$ cat src/rtl/reg_file_pkg.sv
// Shared widths and typedefs for the scoreboarded register file.
package reg_file_pkg;
  localparam int DATA_W_DEF = 8;
  localparam int ADDR_W_DEF = 3;
  localparam int NRD_DEF    = 2;

  typedef logic [DATA_W_DEF-1:0] data_t;
  typedef logic [ADDR_W_DEF-1:0] addr_t;
endpackage

$ cat src/rtl/reg_file_sb_if.sv
// Bus bundle for reg_file_sb: read ports, write port, claim port and status.
interface reg_file_sb_if #(
  parameter int DATA_W = 8,
  parameter int ADDR_W = 3,
  parameter int NRD    = 2
);
  logic [NRD-1:0][ADDR_W-1:0] rd_addr;
  logic [NRD-1:0][DATA_W-1:0] rd_data;
  logic [NRD-1:0]             rd_busy;
  logic                       wr_en;
  logic [ADDR_W-1:0]          wr_addr;
  logic [DATA_W-1:0]          wr_data;
  logic                       claim_en;
  logic [ADDR_W-1:0]          claim_addr;
  logic                       claim_ready;
  logic [ADDR_W:0]            busy_cnt;

  modport master (
    output rd_addr, wr_en, wr_addr, wr_data, claim_en, claim_addr,
    input  rd_data, rd_busy, claim_ready, busy_cnt
  );

  modport slave (
    input  rd_addr, wr_en, wr_addr, wr_data, claim_en, claim_addr,
    output rd_data, rd_busy, claim_ready, busy_cnt
  );
endinterface

$ cat src/rtl/reg_file_scoreboard.sv
// Busy-bit tracker: a claim reserves a register until a write to it lands.
module reg_file_scoreboard
  import reg_file_pkg::*;
#(
  parameter int  ADDR_W = ADDR_W_DEF,
  localparam int DEPTH  = 2**ADDR_W
) (
  input  logic              clk,
  input  logic              rst_n,
  input  logic              wr_en,
  input  logic [ADDR_W-1:0] wr_addr,
  input  logic              claim_en,
  input  logic [ADDR_W-1:0] claim_addr,
  output logic              claim_ready,
  output logic [DEPTH-1:0]  busy,
  output logic [ADDR_W:0]   busy_cnt
);

  logic [DEPTH-1:0] busy_nxt;

  // A write retiring the current claim in the same cycle frees the slot for a new claim.
  assign claim_ready = ~busy[claim_addr] | (wr_en & (wr_addr == claim_addr));

  always_comb begin
    busy_nxt = busy;
    if (wr_en)
      busy_nxt[wr_addr] = 1'b0;
    if (claim_en && claim_ready)
      busy_nxt[claim_addr] = 1'b1;
  end

  always_ff @(posedge clk or negedge rst_n) begin
    if (!rst_n)
      busy <= '0;
    else
      busy <= busy_nxt;
  end

  always_comb begin
    busy_cnt = '0;
    for (int i = 0; i < DEPTH; i++)
      busy_cnt = busy_cnt + {{ADDR_W{1'b0}}, busy[i]};
  end

endmodule

$ cat src/rtl/reg_file_sb.sv
// Multi-read-port register file with per-register claim scoreboard.
// Define REG_FILE_BYPASS_EN to forward same-cycle write data to matching read ports.
module reg_file_sb
  import reg_file_pkg::*;
#(
  parameter int DATA_W = DATA_W_DEF,
  parameter int ADDR_W = ADDR_W_DEF,
  parameter int NRD    = NRD_DEF
) (
  input logic         clk,
  input logic         rst_n,
  reg_file_sb_if.slave bus
);

  localparam int DEPTH = 2**ADDR_W;

  logic [DATA_W-1:0]          mem [DEPTH];
  logic [DEPTH-1:0]           busy;
  logic [NRD-1:0][DATA_W-1:0] rd_data;
  logic [NRD-1:0]             rd_busy;

  always_ff @(posedge clk or negedge rst_n) begin
    if (!rst_n) begin
      for (int i = 0; i < DEPTH; i++)
        mem[i] <= '0;
    end else if (bus.wr_en) begin
      mem[bus.wr_addr] <= bus.wr_data;
    end
  end

  reg_file_scoreboard #(.ADDR_W(ADDR_W)) u_scoreboard (
    .clk         (clk),
    .rst_n       (rst_n),
    .wr_en       (bus.wr_en),
    .wr_addr     (bus.wr_addr),
    .claim_en    (bus.claim_en),
    .claim_addr  (bus.claim_addr),
    .claim_ready (bus.claim_ready),
    .busy        (busy),
    .busy_cnt    (bus.busy_cnt)
  );

  always_comb begin
    rd_data = '0;
    rd_busy = '0;
    for (int p = 0; p < NRD; p++) begin
      rd_data[p] = mem[bus.rd_addr[p]];
      rd_busy[p] = busy[bus.rd_addr[p]];
`ifdef REG_FILE_BYPASS_EN
      // Gated by rst_n so a write presented during reset never leaks onto rd_data.
      if (rst_n && bus.wr_en && (bus.rd_addr[p] == bus.wr_addr)) begin
        rd_data[p] = bus.wr_data;
        rd_busy[p] = 1'b0;
      end
`endif
    end
  end

  assign bus.rd_data = rd_data;
  assign bus.rd_busy = rd_busy;

endmodule
$ cat src/flat_wrapper.sv
// flat-port wrapper written by rule: the top's interface ports become plain ports
module reg_file_sb_flat import reg_file_pkg::*;
#(
  parameter int DATA_W = DATA_W_DEF,
  parameter int ADDR_W = ADDR_W_DEF,
  parameter int NRD    = NRD_DEF
)
  (clk, rst_n, bus_rd_addr, bus_wr_en, bus_wr_addr, bus_wr_data, bus_claim_en, bus_claim_addr, bus_rd_data, bus_rd_busy, bus_claim_ready, bus_busy_cnt);
  reg_file_sb_if #(.DATA_W(DATA_W), .ADDR_W(ADDR_W), .NRD(NRD)) bus_i ();
  input logic clk;
  input logic rst_n;
  input wire logic [$bits(bus_i.rd_addr)-1:0] bus_rd_addr;
  input wire logic [$bits(bus_i.wr_en)-1:0] bus_wr_en;
  input wire logic [$bits(bus_i.wr_addr)-1:0] bus_wr_addr;
  input wire logic [$bits(bus_i.wr_data)-1:0] bus_wr_data;
  input wire logic [$bits(bus_i.claim_en)-1:0] bus_claim_en;
  input wire logic [$bits(bus_i.claim_addr)-1:0] bus_claim_addr;
  output wire logic [$bits(bus_i.rd_data)-1:0] bus_rd_data;
  output wire logic [$bits(bus_i.rd_busy)-1:0] bus_rd_busy;
  output wire logic [$bits(bus_i.claim_ready)-1:0] bus_claim_ready;
  output wire logic [$bits(bus_i.busy_cnt)-1:0] bus_busy_cnt;
  assign bus_i.rd_addr = bus_rd_addr;
  assign bus_i.wr_en = bus_wr_en;
  assign bus_i.wr_addr = bus_wr_addr;
  assign bus_i.wr_data = bus_wr_data;
  assign bus_i.claim_en = bus_claim_en;
  assign bus_i.claim_addr = bus_claim_addr;
  assign bus_rd_data = bus_i.rd_data;
  assign bus_rd_busy = bus_i.rd_busy;
  assign bus_claim_ready = bus_i.claim_ready;
  assign bus_busy_cnt = bus_i.busy_cnt;
  reg_file_sb #(.DATA_W(DATA_W), .ADDR_W(ADDR_W), .NRD(NRD)) u_core (.clk(clk), .rst_n(rst_n), .bus(bus_i));
endmodule
$ cat config.mk
export PLATFORM = sky130hd
export DESIGN_NAME = reg_file_sb_flat
export DESIGN_NICKNAME = d
export VERILOG_FILES = /design/src/rtl/reg_file_pkg.sv /design/src/rtl/reg_file_sb_if.sv /design/src/rtl/reg_file_scoreboard.sv /design/src/rtl/reg_file_sb.sv /design/src/flat_wrapper.sv
export SDC_FILE = /design/constraint.sdc
export NUM_CORES = 1
export LEC_CHECK = 0
export BUFFER_PORTS_ARGS = -buffer_cell sky130_fd_sc_hd__buf_2
export CORE_MARGIN = 4
export CORE_UTILIZATION = 45
export DETAILED_ROUTE_END_ITERATION = 8
export GPL_ROUTABILITY_DRIVEN = 0
export GPL_TIMING_DRIVEN = 0
export MAX_ROUTING_LAYER = met4
export PLACE_DENSITY = 0.66
export SETUP_SLACK_MARGIN = 0.05
export SYNTH_ARGS = -nofsm -noshare
export SYNTH_HDL_FRONTEND = slang
export SYNTH_SLANG_ARGS = --single-unit
$ cat constraint.sdc
create_clock -name clk -period 8.59 [get_ports clk]
set_clock_uncertainty 0.05 [all_clocks]
set_input_delay 0.859 -clock clk [delete_from_list [all_inputs] [get_ports clk]]
set_output_delay 0.859 -clock clk [all_outputs]
set_load 0.005 [all_outputs]
## After elaboration in Yosys (flattened, before gate mapping)

Cells that the tools add are included.

- Add/sub/neg operators: 7
- Multiply operators: 0
- Div/mod/pow operators: 0
- Order comparisons: 10
- Equality and inequality tests: 1
- Shift operators: 0
- Muxes and demuxes: 21
- Bitwise operators: 9
- Reduce and logical (&&, ||, !) cells: 4

Operators by type and width:

| operator | count |
|---|---|
| $bwmux 64 | 1 |
| $mux 8 | 7 |
| $bmux 8 s3 | 2 |
| $demux 8 s3 | 1 |
| $add 4x1->4 | 4 |
| $lt 3x4->1 const B | 4 |
| $ge 4x4->1 const B | 3 |
| $not 3->4 | 3 |
| $bmux 1 s3 | 3 |
| $and 8x8->8 | 1 |
| $not 8->8 | 1 |
| $or 8x8->8 | 1 |
| $demux 1 s3 | 2 |
| $ge 3x1->1 const B | 2 |
| $mux 1 | 5 |
| $add 3x1->4 | 1 |
| $logic_and 1x1->1 | 4 |
| $lt 4x1->1 const B | 1 |
| $add 2x1->3 | 1 |
| $eq 3x3->1 | 1 |
| $add 1x1->2 | 1 |
| $and 1x1->1 | 1 |
| $not 1->1 | 1 |
| $or 1x1->1 | 1 |

- Register bits: 72
- Bits in latches: 0
- Bits in writable memories: 0
- ROM bits: 0
- Bits of input ports: 24
- Output and inout port bits: 23
- Logic and storage cells: 61
- Memories: 0

## Logic depth before layout (Yosys ltp)

- Word-level depth: 9
- Gate-level depth with buffers: 9
- Depth with buffers taken out: 9

## Cells and area by module

From an unflattened synthesis, not the netlist that was laid out.

- Cell total of the unflattened synthesis: 287
- Area total of the unflattened synthesis: 4398.0 sq um

Modules (own cells, without submodules):

| module | times used | cells each | area each (sq um) | sequential area each (sq um) |
|---|---|---|---|---|
| reg_file_sb | 1 | 207 | 3678.5 | 1601.5 |
| reg_file_scoreboard | 1 | 80 | 719.4 | 200.2 |

## Least setup slack after synthesis

No wires, ideal clock.

- Path kind: reg2out
- Start point: reg u_core.u_scoreboard.busy[1]
- End point: out bus_busy_cnt[2]
- Data arrival time: 2569 ps
- Data required time: 7681 ps
- Path slack: 5112 ps
- Stages on the path, launching flop included: 10
- Path buffers: 0
- Cells stage by stage: dfrtp_1 -> inv_1 -> fa_1 -> fa_1 -> fa_1 -> inv_1 -> ha_1 -> inv_1 -> fa_1 -> xnor2_1

- Cells in the longest elaborated chain, start to end: 7

RTL lines:

| item | RTL line | text |
|---|---|---|
| from (decl) | reg_file_scoreboard.sv:15 | `output logic [DEPTH-1:0] busy,` |
| from (signal assigned) | reg_file_scoreboard.sv:36 | `busy <= busy_nxt;` |
| $add 1x1->2 | reg_file_scoreboard.sv:42 | `busy_cnt = busy_cnt + {{ADDR_W{1'b0}}, busy[i]};` |
| $add 2x1->3 | reg_file_scoreboard.sv:42 |  |
| $add 3x1->4 | reg_file_scoreboard.sv:42 |  |
| $add 4x1->4 (4 in series) | reg_file_scoreboard.sv:42 |  |
| to (decl) | flat_wrapper.sv:21 | `output wire logic [$bits(bus_i.busy_cnt)-1:0] bus_busy_cnt;` |

Every way passes these cells.

## Final worst setup path

Ends and elaborated chain as after synthesis.

==> summary.txt <==
Status
  – Status: finished, final reports clean

Clocking
  – Clk sink count: 72
  – Clock transition at path regs: around 0.08 ns
  – CTS root buf: clkbuf_8
  – Max H-tree Level: 3
  – Clock Path Buffers: 2
  – Setup Buffers After CTS: 0
  – # hold bufs at CTS: 0
  – Inserted Clock Buffers: 9
  – CTS tree: yes
  – Worst-Skew Late Latency: around 0.34 ns
  – Post-CTS Resized: 0

Placed design
  – DP HPWL: about 6300 um
  – Placed Area: between 0.004 and 0.005 mm^2
  – Port buffer count: 35

Finish
  – Storage cell area: roughly 0.0018 mm^2
  – Layout cells sized above 1: 55.3%
  – Post-Layout Inst Area: around 0.0048 mm^2
  – Fillers: just under 800
  – Final net count: about 360
  – Area growth syn-to-layout: 13.8%
  – Multi-input logic area: between 0.002 and 0.0025 mm^2
  – # diodes: 0

STA
  – Max-slew violation count: 0
  – Slew headroom: ~28%
  – Final hold violation count: 0
  – Unrepaired setup endpoints after global routing: no
  – Period utilisation layout: between 40% and 50%
  – Peak Freq: ~250 MHz
  – Setup TNS: 0 ns
  – Endpoints failing setup: 0
  – Min Tclk post-route: around 4 ns
  – Worst Max-Slew Pin Slew: between 1 and 1.5 ns

Synthesis
  – Synth top area cells: dfrtp_1, mux2_2, mux4_2
  – Largest family of logic cells by synthesized area: multiplexers
  – Post-synth top area cell: dfrtp_1
  – Mean Syn Cell Area: ~15 um^2
  – Async S/R FF share, synth: 100%
  – Seq/Total Area, Yosys: about 42%
  – Adder-cell area share of the yosys netlist: 2.77%
  – Mux cell area share after synthesis: about 42%
  – Unique masters post-synth: 31
  – Number of synthesized flops with an enable pin: 0
  – Yosys top cell area share: approximately 42%
  – Top cells by count, synth: mux2_2, dfrtp_1, mux4_2, inv_1, nand2_1
  – Simple-Gate Fraction of Synth Area: under 10%
  – Post-Synth XOR/XNOR Area: 0.824%
  – YS warnings: 0
  – Post-synthesis cell count: 279
  – Compound-cell area share of the yosys netlist: around 2.2%
  – Number of synthesized register bits: between 70 and 80
  – Count leader, synth: mux2_2
  – Post-Synthesis Cell Area: around 0.0043 mm^2
  – Post-synthesis net count: 310
  – Top_reg_cell synth: dfrtp_1

Worst setup path
  – CP endpoint kind: output pin
  – CP startpoint: u_core.u_scoreboard.busy[1]
  – Worst setup SP type: register
  – Worst Path Required: 7.68 ns
  – FF-to-FF setup slack: approximately 7.2 ns
  – R2R Path Start: u_core.u_scoreboard.busy[5]
  – Setup Crit Path Kind: reg -> out
  – Reg2Reg Depth: 4
  – Reg2reg end: u_core.u_scoreboard.busy[6]
  – Critical path arrival: roughly 3.1 ns
  – Critical Path Fanout Max: 4

Die
  – Core area: slightly above 0.009 mm^2
  – IO Pins: 47
  – Die height: approximately 110 um
  – Initial core utilization: a little under half
  – Die Wd: 105 um
  – Rows: 35
  – Die area: roughly 0.011 mm^2

Route
  – Post-Route WL: about 9500 um
  – Drt pass-1 iters: 4
  – Via density: ~5.6
  – Detailed Route Iter0 Violations: 128
  – Final ANT Viol Nets: 0
  – Number of remaining DRC errors: 0
  – Wire length per cell: 20.7 um
  – Vias: roughly 2600

Power
  – Cell area power density: between 200 and 250 mW/mm^2
  – Comb power frac: 34.8%
  – VDD IR max: ~0.13 mV
  – Reg power frac: ~40%
  – Sw Pwr: approximately 350 uW
  – Switch share: 29.6%
  – Clock power frac: 25.3%
  – Total leakage power: ~0.0021 uW
  – Pint: a little over 800 uW

GRT
  – Largest net degree at the start of global routing: around 70
  – Number of global-route vias before repair: 2783
  – Initial antenna violation count: 0
  – Total global routing overflow: 0
  – Total track usage: 19.1%
  – First-pass GRT wire length: 15600 um

Run
  – Max-cap viol count: 0

Hold path
  – Hold Path Class: in -> async
[sequential cells by signal, summed over array words and instances (netlist names)]
signal	cells
u_core.u_scoreboard.busy	8
u_core.mem	64
[worst max-delay path by stage]
stage,to,slack [ns]
after global placement,bus_busy_cnt[2],4.95
after detailed placement,bus_busy_cnt[2],4.86
after global routing,bus_busy_cnt[2],4.37
after CTS,bus_busy_cnt[2],4.50
final,bus_busy_cnt[2],4.56
after floorplan,bus_busy_cnt[2],5.11
[power by group through the flow]
stage	combinational [uW]	clock, uW	sequential (uW)
after floorplan	300	0	457
after global routing	463	321	484
after CTS	420	305	471
after detailed placement	419	0	477
final	411	298	471
after global placement	405	0	471
[metal layers]
layer	global-route usage (%)	wire [um]
met1	26.2	4400
met5	-	0
met3	3.58	436
met4	5.53	103
met2	29.4	4610
[through the flow]
| stage | hold slack (ns) | std cells | setup slack (ns) | utilization [%] | power, uW |
|---|---|---|---|---|---|
| after detailed placement | 0.459 | 444 | 4.86 | 50.0 | 896 |
| after global routing | 0.225 | 460 | 4.37 | 52.4 | 1270 |
| after global placement | 0.445 | 443 | 4.95 | 49.7 | 875 |
| final | 0.257 | 460 | 4.56 | 52.4 | 1180 |
| after CTS | 0.235 | 460 | 4.50 | 52.4 | 1200 |
| after floorplan | 0.422 | 279 | 5.11 | - | 757 |
[cell families (layout without fill, tap and decap cells)]
family | Yosys count | in the layout
multiplexers | 120 | 120
flip-flops | 72 | 72
AO/OA/AOI/OAI | 13 | 13
buffers and inverters | 31 | 83
AND/OR/NAND/NOR | 32 | 32
adder cells (fa/ha/maj) | 7 | 7
XOR/XNOR | 4 | 4
[critical path, stage by stage (launching register included)]
cell     delay [ns]
dfrtp_1        0.38
inv_1          0.13
fa_1           0.45
fa_1           0.51
fa_1           0.41
inv_1          0.06
ha_1           0.15
inv_1          0.05
fa_1           0.37
xnor2_1        0.13
buf_2          0.12
[area by class of cell]
| type | count | share of cell area (%) |
|---|---|---|
| Buffer | 15 | 2.74 |
| Clock buffer | 11 | 2.92 |
| Clock inverter | 5 | 1.65 |
| Inverter | 16 | 1.24 |
| Multi-Input combinational cell | 176 | 46.6 |
| Sequential cell | 72 | 37.2 |
| Tap cell | 129 | 3.34 |
| Timing Repair Buffer | 36 | 4.24 |
[cells in the final DEF (no fill, tap or decap), drive strengths merged]
cell,Yosys,final
dfrtp,72,72
nand2b,1,1
nand2,11,11
bufinv,0,2
a22oi,1,1
mux2,84,84
o21ai,6,6
and4,1,1
ha,3,3
mux4,36,36
nor3,2,2
clkbuf,0,11
nand4b,3,3
a31oi,1,1
clkinvlp,0,2
nand3,5,5
inv,16,16
nand4,2,2
clkinv,0,1
nor3b,2,2
a21oi,1,1
xnor2,4,4
nor2,1,1
fa,4,4
o22ai,4,4
buf,15,51
nor2b,4,4
Power figures use the tool's default switching activity.
